`src/rtl/reference_index_sweep_if.sv`:
```
// Index stream channel between the sweep generator and the reference buffer.
// Master drives the valid/index/last, slave returns ready.
interface reference_index_sweep_if #(
    parameter int DATA_W = 4
);
    logic              tvalid;
    logic              tready;
    logic [DATA_W-1:0] tdata;
    logic              tlast;

    modport master (output tvalid, output tdata, output tlast, input tready);
    modport slave  (input tvalid, input tdata, input tlast, output tready);
endinterface

```
`src/rtl/reference_index_sweep.sv`:
```
// Emits num_shifts circularly rotated sweeps of reference-buffer read indices; first index 1 cycle after start.
// Holds index/last/shift while tready is low; optional REFERENCE_INDEX_SWEEP_CONTINUOUS_EN repeats runs forever.
module reference_index_sweep #(
    parameter int buffer_length = 10,
    parameter int buffer_bits   = 4,
    parameter int num_shifts    = 4,
    parameter int shift_bits    = 2
) (
    input  logic                       clk,
    input  logic                       reset,
    input  logic                       start,
    reference_index_sweep_if.master    m_axis_index,
    output logic [shift_bits-1:0]      shift,
    output logic                       busy,
    output logic                       done
);

    typedef enum logic [1:0] {
        IDLE = 2'd0,
        RUN  = 2'd1,
        DONE = 2'd2
    } state_t;

    localparam logic [buffer_bits-1:0] LAST_IDX   = buffer_bits'(buffer_length - 1);
    localparam logic [shift_bits-1:0]  LAST_SHIFT = shift_bits'(num_shifts - 1);

    state_t                 r_state;
    logic [buffer_bits-1:0] r_tdata;
    logic [buffer_bits-1:0] r_count;
    logic [shift_bits-1:0]  r_shift;
    logic                   r_done;

    state_t                 w_state_nxt;
    logic [buffer_bits-1:0] w_tdata_nxt;
    logic [buffer_bits-1:0] w_count_nxt;
    logic [shift_bits-1:0]  w_shift_nxt;
    logic                   w_done_nxt;
    logic                   w_run;
    logic                   w_last;
    logic                   w_xfer;
    logic                   w_final_sweep;

    assign w_run         = (r_state == RUN);
    assign w_last        = w_run && (r_count == LAST_IDX);
    assign w_xfer        = w_run && m_axis_index.tready;
    assign w_final_sweep = (r_shift == LAST_SHIFT);

    always_comb begin
        w_state_nxt = r_state;
        w_tdata_nxt = r_tdata;
        w_count_nxt = r_count;
        w_shift_nxt = r_shift;
        w_done_nxt  = 1'b0;
        case (r_state)
            IDLE: begin
                if (start) begin
                    w_state_nxt = RUN;
                    w_tdata_nxt = '0;
                    w_count_nxt = '0;
                    w_shift_nxt = '0;
                end
            end
            RUN: begin
                if (w_xfer) begin
                    if (w_last) begin
                        w_count_nxt = '0;
                        if (!w_final_sweep) begin
                            // next sweep starts rotated by the new shift; shift < buffer_length so no wrap
                            w_shift_nxt = r_shift + shift_bits'(1);
                            w_tdata_nxt = buffer_bits'(r_shift) + buffer_bits'(1);
                        end else begin
                            w_done_nxt = 1'b1;
`ifdef REFERENCE_INDEX_SWEEP_CONTINUOUS_EN
                            w_shift_nxt = '0;
                            w_tdata_nxt = '0;
`else
                            w_state_nxt = DONE;
`endif
                        end
                    end else begin
                        w_count_nxt = r_count + buffer_bits'(1);
                        w_tdata_nxt = (r_tdata == LAST_IDX) ? '0 : r_tdata + buffer_bits'(1);
                    end
                end
            end
            DONE: begin
                w_state_nxt = IDLE;
            end
            default: begin
                w_state_nxt = IDLE;
            end
        endcase
    end

    always_ff @(posedge clk or posedge reset) begin
        if (reset) begin
            r_state <= IDLE;
            r_tdata <= '0;
            r_count <= '0;
            r_shift <= '0;
            r_done  <= 1'b0;
        end else begin
            r_state <= w_state_nxt;
            r_tdata <= w_tdata_nxt;
            r_count <= w_count_nxt;
            r_shift <= w_shift_nxt;
            r_done  <= w_done_nxt;
        end
    end

    assign m_axis_index.tvalid = w_run;
    assign m_axis_index.tdata  = r_tdata;
    assign m_axis_index.tlast  = w_last;
    assign shift               = r_shift;
    assign busy                = w_run;
    assign done                = r_done;

endmodule

```
`src/flat_wrapper.sv`:
```
// flat-port wrapper written by rule: the top's interface ports become plain ports
module reference_index_sweep_flat 
#(
    parameter int buffer_length = 10,
    parameter int buffer_bits   = 4,
    parameter int num_shifts    = 4,
    parameter int shift_bits    = 2
)
  (clk, reset, start, shift, busy, done, m_axis_index_tvalid, m_axis_index_tdata, m_axis_index_tlast, m_axis_index_tready);
  reference_index_sweep_if #(.DATA_W(4)) m_axis_index_i ();
  input  logic clk;
  input  logic reset;
  input  logic start;
  output logic [shift_bits-1:0] shift;
  output logic busy;
  output logic done;
  output wire logic [$bits(m_axis_index_i.tvalid)-1:0] m_axis_index_tvalid;
  output wire logic [$bits(m_axis_index_i.tdata)-1:0] m_axis_index_tdata;
  output wire logic [$bits(m_axis_index_i.tlast)-1:0] m_axis_index_tlast;
  input wire logic [$bits(m_axis_index_i.tready)-1:0] m_axis_index_tready;
  assign m_axis_index_tvalid = m_axis_index_i.tvalid;
  assign m_axis_index_tdata = m_axis_index_i.tdata;
  assign m_axis_index_tlast = m_axis_index_i.tlast;
  assign m_axis_index_i.tready = m_axis_index_tready;
  reference_index_sweep #(.buffer_length(buffer_length), .buffer_bits(buffer_bits), .num_shifts(num_shifts), .shift_bits(shift_bits)) u_core (.clk(clk), .reset(reset), .start(start), .m_axis_index(m_axis_index_i), .shift(shift), .busy(busy), .done(done));
endmodule
```
`config.mk`:
```
export PLATFORM = sky130hd
export DESIGN_NAME = reference_index_sweep_flat
export DESIGN_NICKNAME = d
export VERILOG_FILES = /design/src/rtl/reference_index_sweep_if.sv /design/src/rtl/reference_index_sweep.sv /design/src/flat_wrapper.sv
export SDC_FILE = /design/constraint.sdc
export NUM_CORES = 1
export LEC_CHECK = 0
export BUFFER_PORTS_ARGS = -buffer_cell sky130_fd_sc_hd__buf_4
export CAP_MARGIN = 20
export CORE_MARGIN = 8
export CORE_UTILIZATION = 56
export DETAILED_ROUTE_END_ITERATION = 10
export GPL_ROUTABILITY_DRIVEN = 0
export PLACE_DENSITY = 0.8
export SLEW_MARGIN = 20
export SYNTH_ARGS = -nofsm -noshare
export SYNTH_HDL_FRONTEND = slang
export SYNTH_SLANG_ARGS = --single-unit
```
`constraint.sdc`:
```
create_clock -name clk -period 3.5 [get_ports clk]
set_clock_uncertainty 0.2 [all_clocks]
set_input_delay 0 -clock clk [delete_from_list [all_inputs] [get_ports clk]]
set_output_delay 0 -clock clk [all_outputs]
set_load 0.01 [all_outputs]
```
; After elaboration in Yosys (flattened, before gate mapping)
; Index checks and enable logic that the tools add are counted.
[totals]
output_inout_bits = 10
inputBits = 4
latch_bits = 0
mem_bits_ro = 0
ram_bits = 0
n_memories = 0
register_bits = 13
[op_classes]
n_reduce_logical = 8
add_sub_neg = 4
shifts = 0
bitwise = 0
n_div = 0
muxes = 23
magnitude_cmp = 0
multipliers = 0
n_eq_ne = 10
[op_table]
columns = op, n
row1 = two-way mux 4 bit, 7
row2 = two-way mux 2 bit, 8
row3 = case mux 4 bit (2 select lines), 2
row4 = inequality test 2 bit (second input constant), 5
row5 = adder 4 x 1 -> 4 bit (second input constant), 2
row6 = == test 4 bit (second input constant), 2
row7 = case mux 2 bit (2 select lines), 2
row8 = AND reduction 4 bit, 2
row9 = AND reduction 5 bit, 1
row10 = two-way mux 1 bit, 4
row11 = adder 2 x 1 -> 3 bit (second input constant), 1
row12 = inequality test 3 bit (second input constant), 1
row13 = AND reduction 3 bit, 1
row14 = adder 2 x 1 -> 2 bit (second input constant), 1
row15 = == test 2 x 1 -> 1 bit (second input constant), 1
row16 = == test 2 bit (second input constant), 1
row17 = logical AND 1 bit, 2
row18 = zero test 2 bit, 1
row19 = nonzero test 2 bit, 1

; Logic depth before layout (Yosys ltp)
[logic_depth]
word_depth = 5
ltp_mapped = 6

; Least setup slack after synthesis
; Ideal clock, no wire load.
[synth_path]
path_kind = reg-to-reg
start = register u_core.r_state[1]
end = register u_core.r_tdata[0] (netlist: u_core.m_axis_index.tdata[0])
path_stages_with_launch = 6
required_time_ns = 3.175
arrival_ns = 1.373
period_less_slack_ns = 1.698
setup_slack_ns = 1.802
path_cell_list = dfrtp_1 > nand2b_1 > inv_1 > nand3_1 > nand2_1 > mux2_2
[synth_between]
elab_chain_len = 5
[synth_lines]
columns = item, line_no
row1 = from (decl), reference_index_sweep.sv:27  ; state_t r_state;
row2 = from (signal assigned), reference_index_sweep.sv:103  ; r_state <= w_state_nxt;
row3 = == test 2 x 1 -> 1 bit *, reference_index_sweep.sv:43  ; assign w_run = (r_state == RUN);
row4 = via busy, flat_wrapper.sv:15  ; output logic busy;
row5 = logical AND 1 bit, reference_index_sweep.sv:44  ; assign w_last = w_run && (r_count == LAST_IDX);
row6 = two-way mux 4 bit, reference_index_sweep.sv:65  ; if (w_last) begin
row7 = two-way mux 4 bit, reference_index_sweep.sv:64  ; if (w_xfer) begin
row8 = case mux 4 bit (2 select lines), reference_index_sweep.sv:54  ; case (r_state)
row9 = to (signal assigned), reference_index_sweep.sv:104  ; r_tdata <= w_tdata_nxt;
row10 = to (decl), reference_index_sweep.sv:28  ; logic [buffer_bits-1:0] r_tdata;
; Mark *: on every way through the listed nets, which the timed path passes. The rest lies on a longest branch. The select of a mux whose other input is x is not followed.
; A chain may end at the register's enable or synchronous reset.

; Worst setup path after layout
[layout_path]
start = register u_core.r_state[0]
end = register u_core.r_tdata[0] (netlist: u_core.m_axis_index.tdata[0])
[layout_between]
elab_chain_len = 5
[layout_lines]
columns = item, line_no
row1 = == test 2 x 1 -> 1 bit, "reference_index_sweep.sv:43, reference_index_sweep.sv:54"
row2 = logical AND 1 bit, reference_index_sweep.sv:44
row3 = two-way mux 4 bit, reference_index_sweep.sv:65
row4 = two-way mux 4 bit, reference_index_sweep.sv:64
row5 = case mux 4 bit (2 select lines), reference_index_sweep.sv:54
; Parallel ways exist; a longest one is shown, timed or not. The select of a mux whose other input is x is not followed.

==> results.md <==
* Post-synthesis instance total at 76
* Setup repair after global routing missed its margin: false
* Count of unresolved DRC violations after routing at 0
* Antenna Diode Count at 0
* Top-level port count at 14
* Worst setup path category: reg2reg
* Clk root buf: clkbuf_4
* Min cycle time layout at around 2 ns
* Cell area after synthesis at around 740 sq um
* Vias post-DR at 640
* Count of state elements after synthesis at 13
* Ranking of synthesized cells by area: dfrtp_1 44%, ha_1 8.4%, inv_1 4.0%, nand2b_1 3.4%, nand3_1 3.4%
* Worst slew slack as a fraction of its limit at about two thirds
* DRT antenna net count at 0
* Sequential fraction of the synthesis area at approximately 44%
* Post-synth net total at 85
* Mean routed wirelength per cell at between 15 and 20 microns
* Starting Density at about three fifths
* Average cell area after synthesis at 9.80 sq um
* Number of failing hold endpoints at the final stage at 0
* Post-CTS Setup Bufs at 0
* Total buffers and inverters traversed by the critical path at 0
* Proportion of synthesized flip-flops having asynchronous set or reset at 100%
* Worst-path fanout max at 7
* Worst path top cell family by delay: multiplexers
* Number of inserted filler cells in the final layout at 110
* Inserted Clock Buffers at 3
* Die width at about 52 microns
* Dominant register cell in the synthesized netlist: dfrtp_1
* DPL Wire Length at 1.31 mm
* CP max-delay cell: mux2i_1
* Quantity of I/O buffers inserted on ports at 13
* Final layout net count at ~110
* Standard cell core area at approximately 0.0013 sq mm
* Post-Layout Inst Area at around 920 sq um
* Most numerous cell in the Yosys netlist: dfrtp_1
* Post-detailed-route via-to-cell ratio at just under 6
* Wire length of the first global-routing pass at just over 3 mm
* Number of warnings issued by yosys at 0
* Number of detailed-route iterations in the first pass at 4
* Cell type contributing the most total cell area after synthesis: dfrtp_1
* Share of final-layout standard cells stronger than drive strength 1 at slightly below 20%
* Final max-slew violation count at 0
* Placed Area at roughly 850 sq um
* EDFF count, synth at 0
* Core Rows at 13
* Peak Freq at slightly above 500 MHz
* Maximum number of buffers from clock root to sink at 2
* Worst skew pair latency at between 0.2 and 0.3 ns
* Max-capacitance violation count at 0
* Global-route congestion overflow total at 0
* Max VDD drop at ~0.00046 V
* Number of antenna violations at the first check in global routing at 0
* Endpoint arrival time on the critical path at approximately 1.9 ns
* CTS HTree Levels at 1
* Total negative slack for setup checks at 0 ns
* Power per cell area at between 700 and 800 mW/mm^2
* Startpoint class of the critical path: register
* Count of endpoints failing setup in the final report at 0
* Clk slew on worst S/H paths at about 0.08 ns
* Result of the run: finished clean
* Worst hold-check path type: in2async
* Final period util at between 50% and 60%
* Total wire length after detailed routing at approximately 1.8 mm
* Die height at about 52 microns
* Critical-path cell list: mux2i_1 -> nor2_1 -> nand2_1 -> mux2_2
* CTS tree: built
* Worst path max stage delay at between 0.4 and 0.5 ns
* Fraction of post-synthesis cell area in the top cell type by area at a little over two fifths
* Slew at the pin closest to its max-slew limit at 0.482 ns
* Setup crit end kind: register
* Overall fraction of global-route tracks in use at ~15%
* Pin count of the biggest net entering global routing at 14
* Area grow syn2layout at 23.5%
* Final cell utilization of the core at between 70% and 80%
* Crit path required time at approximately 3.5 ns
* Vias in the first global route at ~650
* Area enclosed by the die boundary at between 0.002 and 0.003 sq mm
* Count of cell types in the netlist at 29
* Commonest cells in the netlist: 13 x dfrtp_1, 8 x inv_1, 5 x ha_1, 5 x nand3_1, 5 x o21ai_0
* First-iteration detailed-routing DRC count at 10
* Leakage at ~0.00045 uW
* TritonCTS sink count at 13
==> power by group <==
group	switching, uW	internal, uW	total, uW
clock	47.0	44.1	91.1
sequential	70.5	207	277
combinational	136	157	293
total	254	408	662
==> worst register-to-register path, cell delays in order, from the launching register on <==
cell	delay, ns
dfrtp_1	0.48
mux2i_1	0.49
nor2_1	0.15
nand2_1	0.17
mux2_2	0.35
==> logic make-up (layout without fill, tap and decap cells) <==
logic type,after synthesis,after routing,share of synthesized area (%)
AOI/OAI and AO/OA,18,18,16.0
adders and majority gates,5,5,8.40
buffers and inverters,9,29,5.04
DFF,13,13,43.7
muxes,3,3,4.37
and+or+nand+nor,28,28,22.5
==> layout by cell type (no fill, tap or decap), types with 2 or more instances in the layout <==
cell type,instances
nor2b_1,2
clkbuf_4,3
a31oi_1,2
nand3_1,5
o2bb2ai_1,2
dfrtp_1,13
nand2_1,4
o211ai_1,2
nand2b_1,4
nor2_1,3
o31ai_1,2
o22ai_1,3
inv_1,8
o21ai_0,5
buf_4,13
mux2_2,2
dlygate4sd3_1,4
ha_1,5
==> worst paths after layout <==
| path | slack (ns) | cells past startpoint | from | to |
|---|---|---|---|---|
| worst max-delay path | 1.55 | 4 | u_core.r_state[0] | u_core.m_axis_index.tdata[0] |
| worst min-delay path | 0.14 | 3 | reset | u_core.m_axis_index.tdata[3] |
| worst max register to register | 1.55 | 4 | u_core.r_state[0] | u_core.m_axis_index.tdata[0] |
| worst min register to register | 0.35 | 1 | u_core.r_count[1] | u_core.r_count[1] |
| max in group asynchronous | 2.62 | 3 | reset | u_core.shift[1] |
| min in group clk | 0.35 | 1 | u_core.r_count[1] | u_core.r_count[1] |
==> cell type report <==
cell class              instances  area (sq um)  area share [%]
inverters                       8          30.0            3.27
repair buffers                 17           138            15.0
well taps                      15          18.8            2.04
flip-flops and latches         13           325            35.4
clock buffers                   4          26.3            2.86
multi-input cells              54           382            41.5
==> timing repair <==
| item | CTS | global route |
|---|---|---|
| hold endpoints to repair | 17 | 0 |
| hold buffers | 4 | 0 |
| resized for setup | 0 | 0 |
| endpoints found under the setup margin | 0 | 0 |
==> flip-flops by register name (all words and copies together) (netlist names) <==
register	flops
u_core.m_axis_index.tdata	4
u_core.done	1
u_core.r_state	2
u_core.r_count	4
u_core.shift	2
==> layer usage <==
metal  up-vias  routed length (microns)  GRT usage (%)
met3         2                       59           2.84
met5         -                        0              0
met4         0                       12           6.47
li1        318                        -              -
met2        17                      906           24.9
met1       303                      779           17.2
==> metrics by stage <==
stage	setup slack, ns	std cells	hold slack (ns)	power (uW)
3_5_place_dp	1.56	103	-0.142	571
3_3_place_gp	1.68	103	-0.142	557
4_1_cts	1.55	111	0.127	667
6_report	1.55	111	0.139	662
5_1_grt	1.45	111	0.194	720
2_1_floorplan	1.80	76	-0.323	457
(Power assumes the default switching activity.)
